[src/rtl/mbox_pkg.sv]
// Shared constants for the bus mailbox: register offsets, STATUS/CTRL bit
// positions, reset values and the bus handshake state encoding.
package mbox_pkg;

  localparam logic [1:0] REG_DATA   = 2'd0;
  localparam logic [1:0] REG_STATUS = 2'd1;
  localparam logic [1:0] REG_CTRL   = 2'd2;
  localparam logic [1:0] REG_THRESH = 2'd3;

  localparam int ST_EMPTY_BIT = 0;
  localparam int ST_FULL_BIT  = 1;
  localparam int ST_OVF_BIT   = 2;
  localparam int ST_UDF_BIT   = 3;
  localparam int ST_CNT_LSB   = 16;

  localparam int CTRL_IE_BIT    = 0;
  localparam int CTRL_FLUSH_BIT = 1;

  localparam logic [7:0] THRESH_RST = 8'd1;

  typedef enum logic [1:0] {
    MB_IDLE = 2'd0,
    MB_ACK  = 2'd1,
    MB_HOLD = 2'd2
  } mbox_state_e;

  // Fill level has reached the programmed threshold; an empty FIFO never qualifies.
  function automatic logic at_thresh(input logic [8:0] cnt, input logic [7:0] thr);
    return (cnt >= {1'b0, thr}) && (cnt != 9'd0);
  endfunction

endpackage

[src/rtl/mbox_fifo_core.sv]
// Mailbox storage: DEPTH-entry FIFO with saturating count, drop-on-full push,
// ignore-on-empty pop and a synchronous flush that wins over push/pop.
module mbox_fifo_core #(
  parameter int DEPTH = 16,
  parameter int WIDTH = 32,
  localparam int AW = $clog2(DEPTH),
  localparam int CW = AW + 1
) (
  input  logic             clk_i,
  input  logic             rst_i,
  input  logic             push_i,
  input  logic             pop_i,
  input  logic             flush_i,
  input  logic [WIDTH-1:0] wdata_i,
  output logic [WIDTH-1:0] rdata_o,
  output logic             full_o,
  output logic             empty_o,
  output logic [CW-1:0]    count_o
);

  logic [WIDTH-1:0] mem_q [DEPTH];
  logic [AW-1:0]    wptr_q, wptr_d;
  logic [AW-1:0]    rptr_q, rptr_d;
  logic [CW-1:0]    count_q, count_d;
  logic             do_push, do_pop;

  assign full_o  = (count_q == CW'(DEPTH));
  assign empty_o = (count_q == '0);
  assign do_push = push_i && !full_o && !flush_i;
  assign do_pop  = pop_i && !empty_o && !flush_i;

  // Pointers are AW bits wide, so they wrap modulo DEPTH on their own.
  always_comb begin
    wptr_d  = wptr_q;
    rptr_d  = rptr_q;
    count_d = count_q;
    if (flush_i) begin
      wptr_d  = '0;
      rptr_d  = '0;
      count_d = '0;
    end else begin
      if (do_push) wptr_d = wptr_q + 1'b1;
      if (do_pop)  rptr_d = rptr_q + 1'b1;
      case ({do_push, do_pop})
        2'b10:   count_d = count_q + 1'b1;
        2'b01:   count_d = count_q - 1'b1;
        default: count_d = count_q;
      endcase
    end
  end

  always_ff @(posedge clk_i or posedge rst_i) begin
    if (rst_i) begin
      wptr_q  <= '0;
      rptr_q  <= '0;
      count_q <= '0;
    end else begin
      wptr_q  <= wptr_d;
      rptr_q  <= rptr_d;
      count_q <= count_d;
    end
  end

  always_ff @(posedge clk_i) begin
    if (do_push) mem_q[wptr_q] <= wdata_i;
  end

  assign rdata_o = mem_q[rptr_q];
  assign count_o = count_q;

endmodule

[src/rtl/bus_mailbox.sv]
// Bus-slave mailbox: IDLE->ACK->HOLD handshake in front of a FIFO plus
// STATUS/CTRL/THRESH registers. Define MBOX_IRQ_EN to build ie/THRESH/int_o.
module bus_mailbox #(
  parameter int DEPTH = 16,
  parameter int WIDTH = 32
) (
  input  logic             clk_i,
  input  logic             rst_i,
  input  logic             cs_i,
  input  logic             we_i,
  input  logic [31:0]      adr_i,
  input  logic [WIDTH-1:0] dat_i,
  output logic [WIDTH-1:0] dat_o,
  output logic             ack_o,
  output logic             int_o
);
  import mbox_pkg::*;

  localparam int CW = $clog2(DEPTH) + 1;

  mbox_state_e      state_q, state_d;
  logic [WIDTH-1:0] dat_q, dat_d;
  logic             ovf_q, ovf_d;
  logic             udf_q, udf_d;
  logic             accept;
  logic [1:0]       reg_sel;
  logic             push, pop, flush;
  logic [WIDTH-1:0] head;
  logic             full, empty;
  logic [CW-1:0]    count;
  logic [WIDTH-1:0] status_word, ctrl_word, thresh_word;
  logic             unused_adr;

`ifdef MBOX_IRQ_EN
  logic             ie_q, ie_d;
  logic [7:0]       thresh_q, thresh_d;
  logic             int_q, int_d;
`endif

  assign reg_sel    = adr_i[3:2];
  assign unused_adr = ^{adr_i[31:4], adr_i[1:0]};
  assign accept     = (state_q == MB_IDLE) && cs_i;
  assign ack_o      = (state_q == MB_ACK);
  assign dat_o      = dat_q;

  mbox_fifo_core #(
    .DEPTH (DEPTH),
    .WIDTH (WIDTH)
  ) u_fifo (
    .clk_i   (clk_i),
    .rst_i   (rst_i),
    .push_i  (push),
    .pop_i   (pop),
    .flush_i (flush),
    .wdata_i (dat_i),
    .rdata_o (head),
    .full_o  (full),
    .empty_o (empty),
    .count_o (count)
  );

  // HOLD absorbs the rest of a long cs_i assertion so one select is one access.
  always_comb begin
    state_d = state_q;
    case (state_q)
      MB_IDLE: if (cs_i) state_d = MB_ACK;
      MB_ACK:  state_d = MB_HOLD;
      MB_HOLD: if (!cs_i) state_d = MB_IDLE;
      default: state_d = MB_IDLE;
    endcase
  end

  always_comb begin
    status_word                         = '0;
    status_word[ST_EMPTY_BIT]           = empty;
    status_word[ST_FULL_BIT]            = full;
    status_word[ST_OVF_BIT]             = ovf_q;
    status_word[ST_UDF_BIT]             = udf_q;
    status_word[ST_CNT_LSB +: CW]       = count;
  end

`ifdef MBOX_IRQ_EN
  always_comb begin
    ctrl_word              = '0;
    ctrl_word[CTRL_IE_BIT] = ie_q;
  end
  assign thresh_word = WIDTH'(thresh_q);
`else
  assign ctrl_word   = '0;
  assign thresh_word = '0;
`endif

  // All register side effects happen only on the accepting edge.
  always_comb begin
    dat_d = dat_q;
    ovf_d = ovf_q;
    udf_d = udf_q;
    push  = 1'b0;
    pop   = 1'b0;
    flush = 1'b0;
`ifdef MBOX_IRQ_EN
    ie_d     = ie_q;
    thresh_d = thresh_q;
`endif
    if (accept) begin
      if (we_i) begin
        case (reg_sel)
          REG_DATA: begin
            push = 1'b1;
            if (full) ovf_d = 1'b1;
          end
          REG_STATUS: begin
            if (dat_i[ST_OVF_BIT]) ovf_d = 1'b0;
            if (dat_i[ST_UDF_BIT]) udf_d = 1'b0;
          end
          REG_CTRL: begin
            flush = dat_i[CTRL_FLUSH_BIT];
`ifdef MBOX_IRQ_EN
            ie_d  = dat_i[CTRL_IE_BIT];
`endif
          end
          default: begin
`ifdef MBOX_IRQ_EN
            thresh_d = dat_i[7:0];
`endif
          end
        endcase
      end else begin
        case (reg_sel)
          REG_DATA: begin
            if (empty) begin
              dat_d = '0;
              udf_d = 1'b1;
            end else begin
              dat_d = head;
              pop   = 1'b1;
            end
          end
          REG_STATUS: dat_d = status_word;
          REG_CTRL:   dat_d = ctrl_word;
          default:    dat_d = thresh_word;
        endcase
      end
    end
  end

`ifdef MBOX_IRQ_EN
  always_comb begin
    int_d = ie_q && (at_thresh(9'(count), thresh_q) || ovf_q || udf_q);
  end
  assign int_o = int_q;
`else
  assign int_o = 1'b0;
`endif

  always_ff @(posedge clk_i or posedge rst_i) begin
    if (rst_i) begin
      state_q  <= MB_IDLE;
      dat_q    <= '0;
      ovf_q    <= 1'b0;
      udf_q    <= 1'b0;
`ifdef MBOX_IRQ_EN
      ie_q     <= 1'b0;
      thresh_q <= THRESH_RST;
      int_q    <= 1'b0;
`endif
    end else begin
      state_q  <= state_d;
      dat_q    <= dat_d;
      ovf_q    <= ovf_d;
      udf_q    <= udf_d;
`ifdef MBOX_IRQ_EN
      ie_q     <= ie_d;
      thresh_q <= thresh_d;
      int_q    <= int_d;
`endif
    end
  end

endmodule

[config.mk]
export PLATFORM = sky130hd
export DESIGN_NAME = bus_mailbox
export DESIGN_NICKNAME = d
export VERILOG_FILES = /design/src/rtl/mbox_pkg.sv /design/src/rtl/mbox_fifo_core.sv /design/src/rtl/bus_mailbox.sv
export SDC_FILE = /design/constraint.sdc
export NUM_CORES = 1
export LEC_CHECK = 0
export BUFFER_PORTS_ARGS = -buffer_cell sky130_fd_sc_hd__buf_4
export CAP_MARGIN = 10
export CORE_ASPECT_RATIO = 1.75
export CORE_MARGIN = 10
export CORE_UTILIZATION = 30
export DETAILED_ROUTE_END_ITERATION = 8
export GPL_TIMING_DRIVEN = 0
export SYNTH_ARGS = -nofsm -noshare
export SYNTH_HDL_FRONTEND = slang
export SYNTH_HIERARCHICAL = 1
export SYNTH_SLANG_ARGS = --single-unit
[constraint.sdc]
create_clock -name clk_i -period 6.85 [get_ports clk_i]
set_input_delay 0.685 -clock clk_i [delete_from_list [all_inputs] [get_ports clk_i]]
set_output_delay 0.685 -clock clk_i [all_outputs]
set_load 0.02 [all_outputs]
==> run_results.csv <==
group,metric,value,unit
hold_path,timing.hold.worst.class,"in2async",
worst_setup_path,crit_arrival,4560,ps
timing,finalWorstSetupSlack,2790,ps
global_routing,first_global_vias,10881,
placement,sum_of_net_half_perimeters_after_detailed_placement,33500,um
routing,first_pass_iters,5,
global_routing,total_global_routing_overflow,0,
worst_setup_path,critPathRequiredTime,7350,ps
floorplan,chipWidth,223,um
pwr,total_leakage_power,8.05,nW
layout,stdcell_count,2046,
synth,synth.net_count,1027,
synth,synthesis.area,21700,sq um
layout,post-route-cell-area,25400,sq um
worst_setup_path,worstSetupEndpointType,"flop",
timing,setup_clock_skew_after_layout,16.7,ps
global_routing,gr_usage_total,0.124,
floorplan,num_io_pins,102,
synth,yosysSeqAreaShare,0.764,
flow_run,max_cap_viol_count,0,
synth,post_synth.cell_area_avg,22.9,sq um
worst_setup_path,worstPathBufferInverterCount,4,
clock_tree,htree_num_levels,2,
synth,synth_top_area_share,0.708,
routing,drt_drc_violations_left,0,
floorplan,initial_core_util,0.303,
layout,diodes,0,
synth,synth_area_leaders,"edfxtp_1, mux4_2, dfrtp_1, a22o_2, buf_6",
timing,report.final.hold_viol_count,0,
clock_tree,postCtsHoldBufs,0,
clock_tree,cts_root_buffer,"clkbuf_16",
run_status,run_status,"finished, final reports clean",
pwr,max-vdd-ir-drop,0.000178,V
clock_tree,clock_buffer_depth,3,
worst_setup_path,path_cells,"or4b_1 > buf_2 > or2_0 > buf_2 > nor3_1 > clkbuf_1 > o21ai_1 > or3b_1 > inv_2 > ha_1 > nor2b_1 > o22a_1 > a211o_1 > a31oi_1",
layout,drive_above_1_share,0.340,
synth,yosysWarnings,6,
synth,synth_top_flop_cell,"edfxtp_1",
layout,design.final.nets,1163,
clock_tree,clock_sinks,561,
worst_setup_path,crit_path_top_delay_cell,"or4b_1",
synth,ys_async_sr_fraction,0.0873,
synth,netlist_top_cells_count,"edfxtp_1, mux4_2, dfrtp_1, nor2_1, clkbuf_1",
pwr,power_per_cell_area,343,nW/um^2
routing,final_antenna_net_count,0,
routing,route.detailed.wl_per_inst,25.7,um
synth,netlist_instances,950,
worst_setup_path,critPathMostFrequentCell,"buf_2",
floorplan,rows,130,
routing,dr_wl_met3,2530,um
global_routing,grt_start_max_net_pins,22,
clock_tree,worstSkewPairLatency,590,ps
routing,postRouteWirelength,52600,um
global_routing,antenna_violations_before_repair,2,
worst_setup_path,startpoint_type,"flop",
timing,fin_crit,4060,ps
timing,tns,0,ps
synth,number_of_storage_elements_in_the_synthesis_netlist,561,
routing,initialDrtViolationCount,623,
floorplan,chipHeight,376,um
routing,routedLengthMet1,19500,um
routing,viasPerCell,4.99,
floorplan,design.core.area,71700,sq um
layout,fin_util,0.354,
clock_tree,clk_pin_slew_worst_paths,70,ps
synth,synthDominantAreaCellType,"edfxtp_1",
floorplan,die-area,84000,sq um
clock_tree,cts_post_setup_buffers_inserted,0,
routing,maxUsedRoutingLayer,"met5",
worst_setup_path,critPathMaxFanout,10,
clock_tree,cts_resized,0,
placement,placed_cell_area,23900,sq um
clock_tree,clock_tree_from_tritoncts,"done",
synth,synth_enable_flop_cells,512,
placement,port_buffers,69,
clock_tree,cts_made_buffers,47,
timing,maxClockFrequency,0.246,GHz
placement,place.gp.congestion,0.761,
placement,dpl.cell_count,1960,
placement,place_ws,2470,ps
layout,syn_to_final_growth,17.1,%
timing,setup_viol_count_final,0,
timing,worst-slew-pin-transition,1090,ps
timing,grt_setup_unrepaired,"no",
global_routing,grt_pass1_wl,76800,um
synth,ys_types,57,
routing,met2_length,29200,um
worst_setup_path,slowest_delay,520,ps
worst_setup_path,critical_path_class,"reg2reg",
routing,dr_total_vias,10217,
timing,finalCritPeriodShare,0.593,
timing,slew_viol_final,0,
timing,timing.max_slew.rel_slack,0.273,
synth,synth_most_common_cell,"edfxtp_1",
worst_setup_path,timing.critical_path.max_delay_family,"simple AND/OR/NAND/NOR gates",
## power by group
group          leakage [nW]  internal (W)  switching, W  total [W]
Sequential             5.26       0.00385      0.000108    0.00396
Combinational          2.04      0.000996       0.00103    0.00202
Clock                 0.757       0.00150       0.00122    0.00273
Total                  8.05       0.00635       0.00236    0.00871
## final timing paths
kind,startpoint,endpoint,slack [ps],cells past startpoint
max in group asynchronous,rst_i,dat_o[15],6220,3
worst min-delay path,rst_i,dat_o[4],100,2
worst min register to register,state_q[0],state_q[0],480,1
min in group clk_i,cs_i,state_q[1],370,3
worst max register to register,state_q[1],u_fifo/count_o[4],2790,14
worst max-delay path,state_q[1],u_fifo/count_o[4],2790,14
## per-stage QoR
stage	hold WS, ps	power [W]
floorplan	445	0.00539
global placement	461	0.00605
detailed placement	478	0.00611
CTS	92.1	0.00882
global route	123	0.00905
finish	105	0.00871
## layout make-up
| cell class | instances | area, sq um |
|---|---|---|
| buffer | 52 | 308 |
| clock buffer | 58 | 1250 |
| clock inverter | 27 | 309 |
| fill | 6471 | 46300 |
| inverter | 11 | 41.3 |
| multi-input combinational | 326 | 4890 |
| sequential | 561 | 16600 |
| tap | 924 | 1160 |
| timing repair buffer | 87 | 873 |
## cell families (layout without fill, tap and decap cells)
| family | Yosys count | in the layout | synth area share |
|---|---|---|---|
| DFF | 561 | 561 | 0.764 |
| muxes | 167 | 167 | 0.169 |
| and+or+nand+nor | 83 | 83 | 0.0200 |
| buffers and inverters | 63 | 235 | 0.0161 |
| AOI/OAI and AO/OA | 60 | 60 | 0.0222 |
| adders and majority gates | 9 | 9 | 0.00553 |
| xor gates and xnor gates | 6 | 6 | 0.00242 |
| other | 1 | 1 | 0.000173 |
## cells in the final DEF, fill, tap and decap left out, types with 5 or more instances in the layout
| cell | synthesis | routed |
|---|---|---|
| a22o_2 | 18 | 18 |
| buf_1 | 6 | 6 |
| buf_6 | 13 | 13 |
| bufinv_16 | 0 | 5 |
| a22oi_1 | 8 | 8 |
| buf_12 | 0 | 17 |
| nor3_1 | 5 | 5 |
| clkinv_2 | 0 | 5 |
| edfxtp_1 | 512 | 512 |
| nor2_4 | 0 | 16 |
| dfrtp_1 | 49 | 49 |
| buf_4 | 1 | 70 |
| clkinv_1 | 0 | 7 |
| clkbuf_16 | 0 | 47 |
| o21ai_1 | 5 | 5 |
| inv_1 | 9 | 8 |
| clkbuf_1 | 23 | 31 |
| buf_2 | 9 | 9 |
| nand2_1 | 17 | 17 |
| nor2_1 | 32 | 16 |
| a22o_1 | 5 | 5 |
| mux4_2 | 160 | 160 |
| ha_1 | 8 | 8 |
| o21ai_0 | 7 | 7 |
## layer usage
layer  up-vias  GRT usage
met1      5590      0.139
met5         -          0
li1       4271          -
met2       277      0.230
met4         4     0.0422
met3        75     0.0214
## flip-flops by register name (all words and copies together), names as in the netlist
register and count:
u_fifo/wptr_q 4, state_q 2, u_fifo/count_o 5, udf_q 1, u_fifo/mem_q 512, u_fifo/rptr_q 4, ovf_q 1, dat_o 32
Power figures use the tool's default switching activity.
